File: src/rtl/mix_round_seq.sv
// Lane-serial sequencer for the 8-lane mixing datapath: one lane update per clock.
// Define MIX_FINAL_EN to include the FIN (multiply/add) phase at the end of each run.
module mix_round_seq #(
    parameter int unsigned W = 32
) (
    input  logic         clk,
    input  logic         rst_n,
    input  logic         start,
    input  logic [3:0]   rounds,
    input  logic         ld_en,
    input  logic [2:0]   ld_idx,
    input  logic [W-1:0] ld_data,
    input  logic [2:0]   rd_idx,
    output logic [W-1:0] rd_data,
    output logic         busy,
    output logic         done,
    output logic [2:0]   phase,
    output logic [2:0]   lane
);

    localparam int unsigned NL = 8;

    typedef enum logic [2:0] {
        S_IDLE  = 3'd0,
        S_ADD   = 3'd1,
        S_CHAIN = 3'd2,
        S_MIX   = 3'd3,
        S_XS    = 3'd4,
        S_SH    = 3'd5,
        S_FIN   = 3'd6
    } state_t;

`ifdef MIX_FINAL_EN
    localparam state_t S_END = S_FIN;
`else
    localparam state_t S_END = S_IDLE;
`endif

    state_t         state_q, state_d;
    logic [2:0]     lane_q, lane_d;
    logic [3:0]     rnd_q, rnd_d;
    logic           busy_q, busy_d;
    logic           done_q, done_d;
    logic [W-1:0]   rd_data_q;
    logic [W-1:0]   o_q [NL];
    logic           last;
    logic [2:0]     idx_m1, idx_p1, idx_p2, idx_p3, idx_p4, idx_p5;
    logic [W-1:0]   cur, wr_val;

    assign last = (lane_q == 3'd7);

    // State register plus the registered outputs derived from the next state
    always_ff @(posedge clk or negedge rst_n) begin
        if (!rst_n) begin
            state_q <= S_IDLE;
            lane_q  <= 3'd0;
            rnd_q   <= 4'd0;
            busy_q  <= 1'b0;
            done_q  <= 1'b0;
        end else begin
            state_q <= state_d;
            lane_q  <= lane_d;
            rnd_q   <= rnd_d;
            busy_q  <= busy_d;
            done_q  <= done_d;
        end
    end

    // Next-state: each phase advances only when its lane-7 operation completes
    always_comb begin
        state_d = state_q;
        case (state_q)
            S_IDLE:  if (start) state_d = S_ADD;
            S_ADD:   if (last) state_d = S_CHAIN;
            S_CHAIN: if (last) state_d = (rnd_q != 4'd0) ? S_MIX : S_END;
            S_MIX:   if (last) state_d = S_XS;
            S_XS:    if (last) state_d = S_SH;
            S_SH:    if (last) state_d = (rnd_q > 4'd1) ? S_MIX : S_END;
            S_FIN:   if (last) state_d = S_IDLE;
            default: state_d = S_IDLE;
        endcase
    end

    // Outputs and counters; the lane counter wraps 7->0 across phase changes
    always_comb begin
        lane_d = 3'd0;
        rnd_d  = rnd_q;
        busy_d = (state_d != S_IDLE);
        done_d = (state_q != S_IDLE) && (state_d == S_IDLE);
        if (state_q == S_IDLE) begin
            if (start) rnd_d = rounds;
        end else begin
            lane_d = lane_q + 3'd1;
            if (state_q == S_SH && last) rnd_d = rnd_q - 4'd1;
        end
    end

    always_comb begin
        idx_m1 = lane_q - 3'd1;
        idx_p1 = lane_q + 3'd1;
        idx_p2 = lane_q + 3'd2;
        idx_p3 = lane_q + 3'd3;
        idx_p4 = lane_q + 3'd4;
        idx_p5 = lane_q + 3'd5;
        cur    = o_q[lane_q];
    end

`ifdef MIX_FINAL_EN
    logic [4:0] k_sel, c_sel;

    always_comb begin
        k_sel = 5'd0;
        c_sel = 5'd0;
        case (lane_q)
            3'd0: begin k_sel = 5'd2;  c_sel = 5'd3;  end
            3'd1: begin k_sel = 5'd3;  c_sel = 5'd5;  end
            3'd2: begin k_sel = 5'd5;  c_sel = 5'd7;  end
            3'd3: begin k_sel = 5'd7;  c_sel = 5'd11; end
            3'd4: begin k_sel = 5'd11; c_sel = 5'd13; end
            3'd5: begin k_sel = 5'd13; c_sel = 5'd17; end
            3'd6: begin k_sel = 5'd17; c_sel = 5'd19; end
            default: begin k_sel = 5'd19; c_sel = 5'd23; end
        endcase
    end
`endif

    // Lane operation for the current phase; reads see earlier writes of this phase
    always_comb begin
        wr_val = cur;
        case (state_q)
            S_ADD:   wr_val = cur + W'(lane_q);
            S_CHAIN: wr_val = cur + o_q[idx_m1];
            S_MIX:   wr_val = cur + o_q[idx_p1] - o_q[idx_p5];
            S_XS:    wr_val = cur ^ (o_q[idx_p3] << 16);
            S_SH:    wr_val = cur - (o_q[idx_p2] >> 17) + (o_q[idx_p4] >> 12);
`ifdef MIX_FINAL_EN
            S_FIN:   wr_val = cur * W'(k_sel) + W'(c_sel);
`endif
            default: wr_val = cur;
        endcase
    end

    always_ff @(posedge clk or negedge rst_n) begin
        if (!rst_n) begin
            for (int i = 0; i < NL; i++) o_q[i] <= W'(i);
        end else if (state_q == S_IDLE) begin
            if (ld_en) o_q[ld_idx] <= ld_data;
        end else begin
            o_q[lane_q] <= wr_val;
        end
    end

    always_ff @(posedge clk or negedge rst_n) begin
        if (!rst_n) rd_data_q <= '0;
        else        rd_data_q <= o_q[rd_idx];
    end

    assign rd_data = rd_data_q;
    assign busy    = busy_q;
    assign done    = done_q;
    assign phase   = state_q;
    assign lane    = lane_q;

endmodule

File: config.mk
export PLATFORM = sky130hd
export DESIGN_NAME = mix_round_seq
export DESIGN_NICKNAME = d
export VERILOG_FILES = /design/src/rtl/mix_round_seq.sv
export SDC_FILE = /design/constraint.sdc
export NUM_CORES = 2
export LEC_CHECK = 0
export BUFFER_PORTS_ARGS = -buffer_cell sky130_fd_sc_hd__buf_2
export CAP_MARGIN = 20
export CORE_UTILIZATION = 59
export DETAILED_ROUTE_END_ITERATION = 12
export PLACE_DENSITY_LB_ADDON = 0.2
export SYNTH_ARGS = -nofsm -noshare
export SYNTH_HDL_FRONTEND = slang
export SYNTH_SLANG_ARGS = --single-unit
File: constraint.sdc
create_clock -name clk -period 6.9 [get_ports clk]
set_input_delay 1.035 -clock clk [delete_from_list [all_inputs] [get_ports clk]]
set_output_delay 1.035 -clock clk [all_outputs]
set_load 0.05 [all_outputs]
== After elaboration in Yosys (flattened, before gate mapping) ==
Index checks and enable logic that the tools add are counted.

* Output and inout bits: 40
* Bits in registers: 300
* Word-level logic and storage cells: 116
* Bits of input ports: 46

* $lt $le $gt $ge: 12
* Mux-type cells: 47
* $add $sub $neg: 13
* Eq/ne operators: 9
* Reductions and logical operators: 11
* Bitwise operators: 10

{| class="wikitable"
|+ Operators by type and width
! kind !! count
|-
| $bmux W32 S3 || 8
|-
| $bwmux W256 || 2
|-
| $mux W256 || 2
|-
| $mux W32 || 16
|-
| $demux W32 S3 || 2
|-
| $pmux W32 S5 || 1
|-
| $add A32 B32 Y32 || 2
|-
| $ge A4 B4 Y1 const B || 9
|-
| $not A3 Y4 || 9
|-
| $add A32 B20 Y32 || 1
|-
| $add A32 B3 Y32 || 1
|-
| $mux W16 || 2
|-
| $sub A32 B15 Y32 || 1
|-
| $sub A32 B32 Y32 || 1
|-
| $xor A32 B32 Y32 || 1
|-
| $mux W3 || 8
|-
| $pmux W3 S7 || 1
|-
| $eq A3 B3 Y1 const B || 4
|-
| $mux W4 || 3
|-
| $lt A4 B1 Y1 const B || 2
|-
| $add A3 B2 Y3 const B || 2
|-
| $add A3 B3 Y3 const B || 2
|-
| $eq A3 B2 Y1 const B || 2
|-
| $logic_not A3 Y1 || 2
|-
| other kinds (12) || 18
|}

== Logic depth before layout (Yosys ltp) ==
* Word-level depth: 10
* Mapped depth: 25
* Gate-level depth less buffers: 20

== Worst setup path before layout ==
OpenSTA, ideal clock, no wires.

* Kind: reg2reg
* Start: reg lane_q[0], in the netlist lane[0]
* End: reg o_q[190] (netlist name)
* Path slack: -0.012 ns
* Cell stages (with the launch flop): 24
* Buffers on the path: 6
* Data required time: 6.771 ns
* Setup time: 0.129 ns
* Arrival: 6.783 ns
* Period minus slack after synthesis: 6.912 ns
* Path through: dfrtp_1 > buf_6 > buf_12 > inv_2 > buf_1 > ha_1 > buf_1 > clkbuf_1 > buf_1 > mux4_2 > mux2_2 > fa_1 > inv_1 > ha_1 > nor2b_1 > o2111ai_2 > nand3_2 > a211oi_2 > nor4b_4 > o31ai_4 > nor3_1 > o41a_1 > a21oi_2 > o21ai_1

* Word-level cells in the longest chain between the ends: 10
* Elaborated cells on any way between the ends: 49
* Those cells by class: add/sub: 12; order compare: 2; mux: 26; bitwise: 8; reduce/logical: 1

{| class="wikitable"
|+ RTL lines
! what !! line !! text
|-
| start, declared || 40 || <nowiki>logic [2:0] lane_q, lane_d;</nowiki>
|-
| start signal, assigned || 62 || <nowiki>lane_q <= lane_d;</nowiki>
|-
| $add A3 B2 Y3 / $add A3 B1 Y3 (equally long branches) || 101, 100 ||
|-
| $not A3 Y4 (on tied branches) || 135, 133 ||
|-
| $bmux W32 S3 (on tied branches) || 135, 133 ||
|-
| $mux W32 (on tied branches) (2 in a row) || 135, 133 ||
|-
| $sub A32 B15 Y32 / $add A32 B32 Y32 (equally long branches) || 135, 133 ||
|-
| $add A32 B20 Y32 / $sub A32 B32 Y32 (equally long branches) || 135, 133 ||
|-
| $pmux W32 S5 || 130 || <nowiki>case (state_q)</nowiki>
|-
| $bwmux W256 * || 149 || <nowiki>o_q[lane_q] <= wr_val;</nowiki>
|-
| $mux W256 * || 146 || <nowiki>end else if (state_q == S_IDLE) begin</nowiki>
|-
| end signal, assigned by index || 147 || <nowiki>if (ld_en) o_q[ld_idx] <= ld_data;</nowiki>
|-
| end signal, assigned by index || 149 ||
|-
| end, declared || 45 || <nowiki>logic [W-1:0] o_q [NL];</nowiki>
|}

Every way passes the cells marked *; elsewhere a longest branch is shown, timed or not. The select of a mux whose other input is x is not followed.
A chain may end at the register's enable or synchronous reset.

== Final worst setup path ==
* Start: reg lane_q[1], in the netlist lane[1]
* End: reg o_q[29] (netlist name)

Same word-level chain as after synthesis.

==> results.cfg <==
[run_status]
status = finished clean

[place]
numPlacedInstances = 3451
gp_congestion = 1.12
place_area_mm2 = 0.0303
port-buffer-count = 85
dp_hpwl_um = 80100

[global_routing]
antenna_found_initial = 5
first_global_vias = 27100
grt_use_total = 0.475
grt_first_pass_wirelength_um = 175000
grt_remaining_overflow = 0
grt_max_degree = 162

[yosys]
synth_xor_area_frac = 0.0268
synth_top_family_by_area = multiplexers
postSynthAreaPerCell_um2 = 10.3
synthArstFlopShare = 1.00
synth_ff_type = dfrtp_1
ys_seq_elements = 300
seq_area_frac_synth = 0.256
synth_cell_type_count = 101
synth-simple-area-share = 0.106
syn-num-nets = 3053
synth_compound_area_frac = 0.188
synthesis.instances = 2851
synth_fa_ha_area_frac = 0.0783
synth-edff-count = 0
synthesis.area_mm2 = 0.0294
yosys_warnings = 0
synth_mux_area_frac = 0.287

[critical_path]
crit_start = lane[1]
worstPathArrival_ns = 6.70
startpoint_type = register
cp.required_ns = 7.28
critPathKind = reg -> reg
max_stage_delay_ns = 0.62
rr_startpoint = lane[1]
path_cells = inv_2 -> ha_4 -> buf_4 -> mux4_2 -> mux2_2 -> fa_1 -> inv_1 -> ha_1 -> a21o_1 -> a21o_1 -> a221oi_2 -> a31oi_2 -> a31oi_1 -> o21ai_1 -> xnor2_1 -> nor2_1 -> o31ai_1 -> a31oi_1
endpoint_kind = register
cpMaxStageDelayCell = o31ai_1
cp_max_fo = 16

[floorplanning]
pin_count = 86
die_y_um = 225
initial_core_util = 0.600
core_mm2 = 0.0491
die_w_um = 225
fp-row-count = 81
die_area_mm2 = 0.0508

[power_and_ir_drop]
switching_share = 0.516
p_int_mw = 9.42
seq_power_share = 0.200
p_total_mw = 19.5
p_switching_mw = 10.0
p_clk_frac = 0.100
combPwrFrac = 0.700
power_density_mw_per_mm2 = 619
leakage_nw = 13.5
irDropWorstVdd_uv = 357

[sta]
setup_violations = 0
hold_viol = 0
report.final.slew_viol_count = 0
fin_crit_ns = 6.32
period_share = 0.916
tightest_slew_ns = 1.31
fmax_mhz = 158
clock-skew-final_ns = 0.0304
maxSlewHeadroom = 0.126
rsz0062_at_grt = false
finalSetupTns_ns = 0

[clock_network]
cts-root-buf = clkbuf_16
ctsHoldBuffers = 0
clk_path_buf_depth = 3
clk_pin_slew_ns = 0.06
h-tree-depth = 2
insertion_delay_ns = 0.59
postCtsSetupBuffers = 0
numCtsBuffers = 36
cts_tree = done
cts.sinks = 300
ctsResizeCount = 0

[run]
cap_viol_max_count = 0

[cells_and_area]
layout-drive-gt1-share = 0.227
diodes = 0
design_area_mm2 = 0.0315
nets = 3027
area_growth_pct = 6.96
layout_common_cells = nand2_1 (416), dfrtp_1 (285), mux4_2 (262)
fin_cells = 3516
final_common_cell = nand2_1

[route]
wirelength_um = 119000
drc = 0
final_antenna_net_count = 0
dr.pass1.iters = 9
via_count = 27900
routed_via_density = 7.92
drt_iter0_markers = 5388
drt-wirelength-per-cell_um = 33.8

[min_path]
hold_class = in -> async
==> sequential cells by signal, summed over array words and instances, names as in the netlist <==
register	flops
o_q	256
rd_data	32
lane	3
rnd_q	4
phase	3
done	1
busy	1
==> final timing paths <==
check	to	slack, ns	cells after the start
max in group asynchronous	o_q[140]	5.07	2
worst max-delay path	o_q[29]	0.58	18
worst max register to register	o_q[29]	0.58	18
min in group clk	o_q[0]	0.52	2
worst min register to register	o_q[0]	0.52	2
worst min-delay path	rd_data[28]	0.44	1
==> synthesized netlist by cell type, drive strengths merged (5+ instances only) <==
cell type	count	area share
mux2	66	0.025
a21oi	150	0.026
fa	47	0.032
o211ai	17	0.0043
a32oi	9	0.0027
and3	27	0.0057
a31oi	14	0.0032
o21ai	136	0.024
o31ai	10	0.0030
a221o	6	0.0020
or2	6	0.0013
o22ai	16	0.0036
nand2b	9	0.0019
buf	64	0.014
mux2i	122	0.043
inv	157	0.020
a21o	51	0.013
o21bai	9	0.0024
a21boi	5	0.0017
nand4	15	0.0032
clkbuf	149	0.022
and2	16	0.0034
nor2b	7	0.0015
a31o	5	0.0015
dfrtp	288	0.24
a211oi	22	0.0068
xor2	41	0.012
dfstp	12	0.011
nand3	41	0.0071
nor2	115	0.015
a221oi	17	0.0089
and4	5	0.0015
ha	109	0.046
o221ai	191	0.057
mux4	283	0.22
or3	11	0.0023
xnor2	49	0.015
nor3	27	0.0051
nand2	417	0.053
a22oi	32	0.0085
o21a	21	0.0054
==> through the flow <==
step / utilization / setup slack (ns) / hold slack (ns)
floorplan: - / 0.00844 / 0.473
global placement: 0.618 / 0.998 / 0.495
detailed placement: 0.618 / 0.903 / 0.506
CTS: 0.642 / 0.881 / 0.452
global route: 0.642 / 0.536 / 0.473
finish: 0.642 / 0.582 / 0.439
==> cells by family (layout without fill, tap and decap cells) <==
group,count (synthesis),after routing
xor+xnor,90,90
compound gates,747,747
flops,300,300
mux,471,471
buf+inv,374,375
fa+ha+maj,156,156
simple gates,713,713
==> layout make-up <==
cell class / count / area (µm²)
Clock buffer: 55 / 1080
Clock inverter: 10 / 88.8
Fill cell: 3952 / 17600
Inverter: 158 / 593
Multi-Input combinational cell: 2177 / 20400
Sequential cell: 300 / 7530
Tap cell: 664 / 831
Timing Repair Buffer: 152 / 976
==> metal layers <==
metal	wire, µm	track usage	vias up
met5	57	0	-
met4	8400	0.279	8
met3	20600	0.206	593
met2	48000	0.647	2750
met1	41900	0.626	13600
li1	-	-	10900
==> critical path, delay by kind of cell (launching register included) <==
family / cells / cell delay (ns)
buffers and inverters: 3 / 0.68
DFF: 1 / 0.50
muxes: 2 / 0.89
xor gates and xnor gates: 1 / 0.25
adders and majority gates: 3 / 1.24
and+or+nand+nor: 1 / 0.10
AOI/OAI and AO/OA: 8 / 2.45
==> power by group through the flow <==
| stage | clock, mW | combinational, mW | sequential [mW] |
|---|---|---|---|
| after CTS | 1.94 | 13.1 | 3.78 |
| after global routing | 2.01 | 14.5 | 3.95 |
| after global placement | 0 | 12.8 | 3.68 |
| after detailed placement | 0 | 13.0 | 3.80 |
| final | 1.94 | 13.6 | 3.89 |
| after floorplan | 0 | 9.62 | 3.69 |
Power figures use the tool's default switching activity.
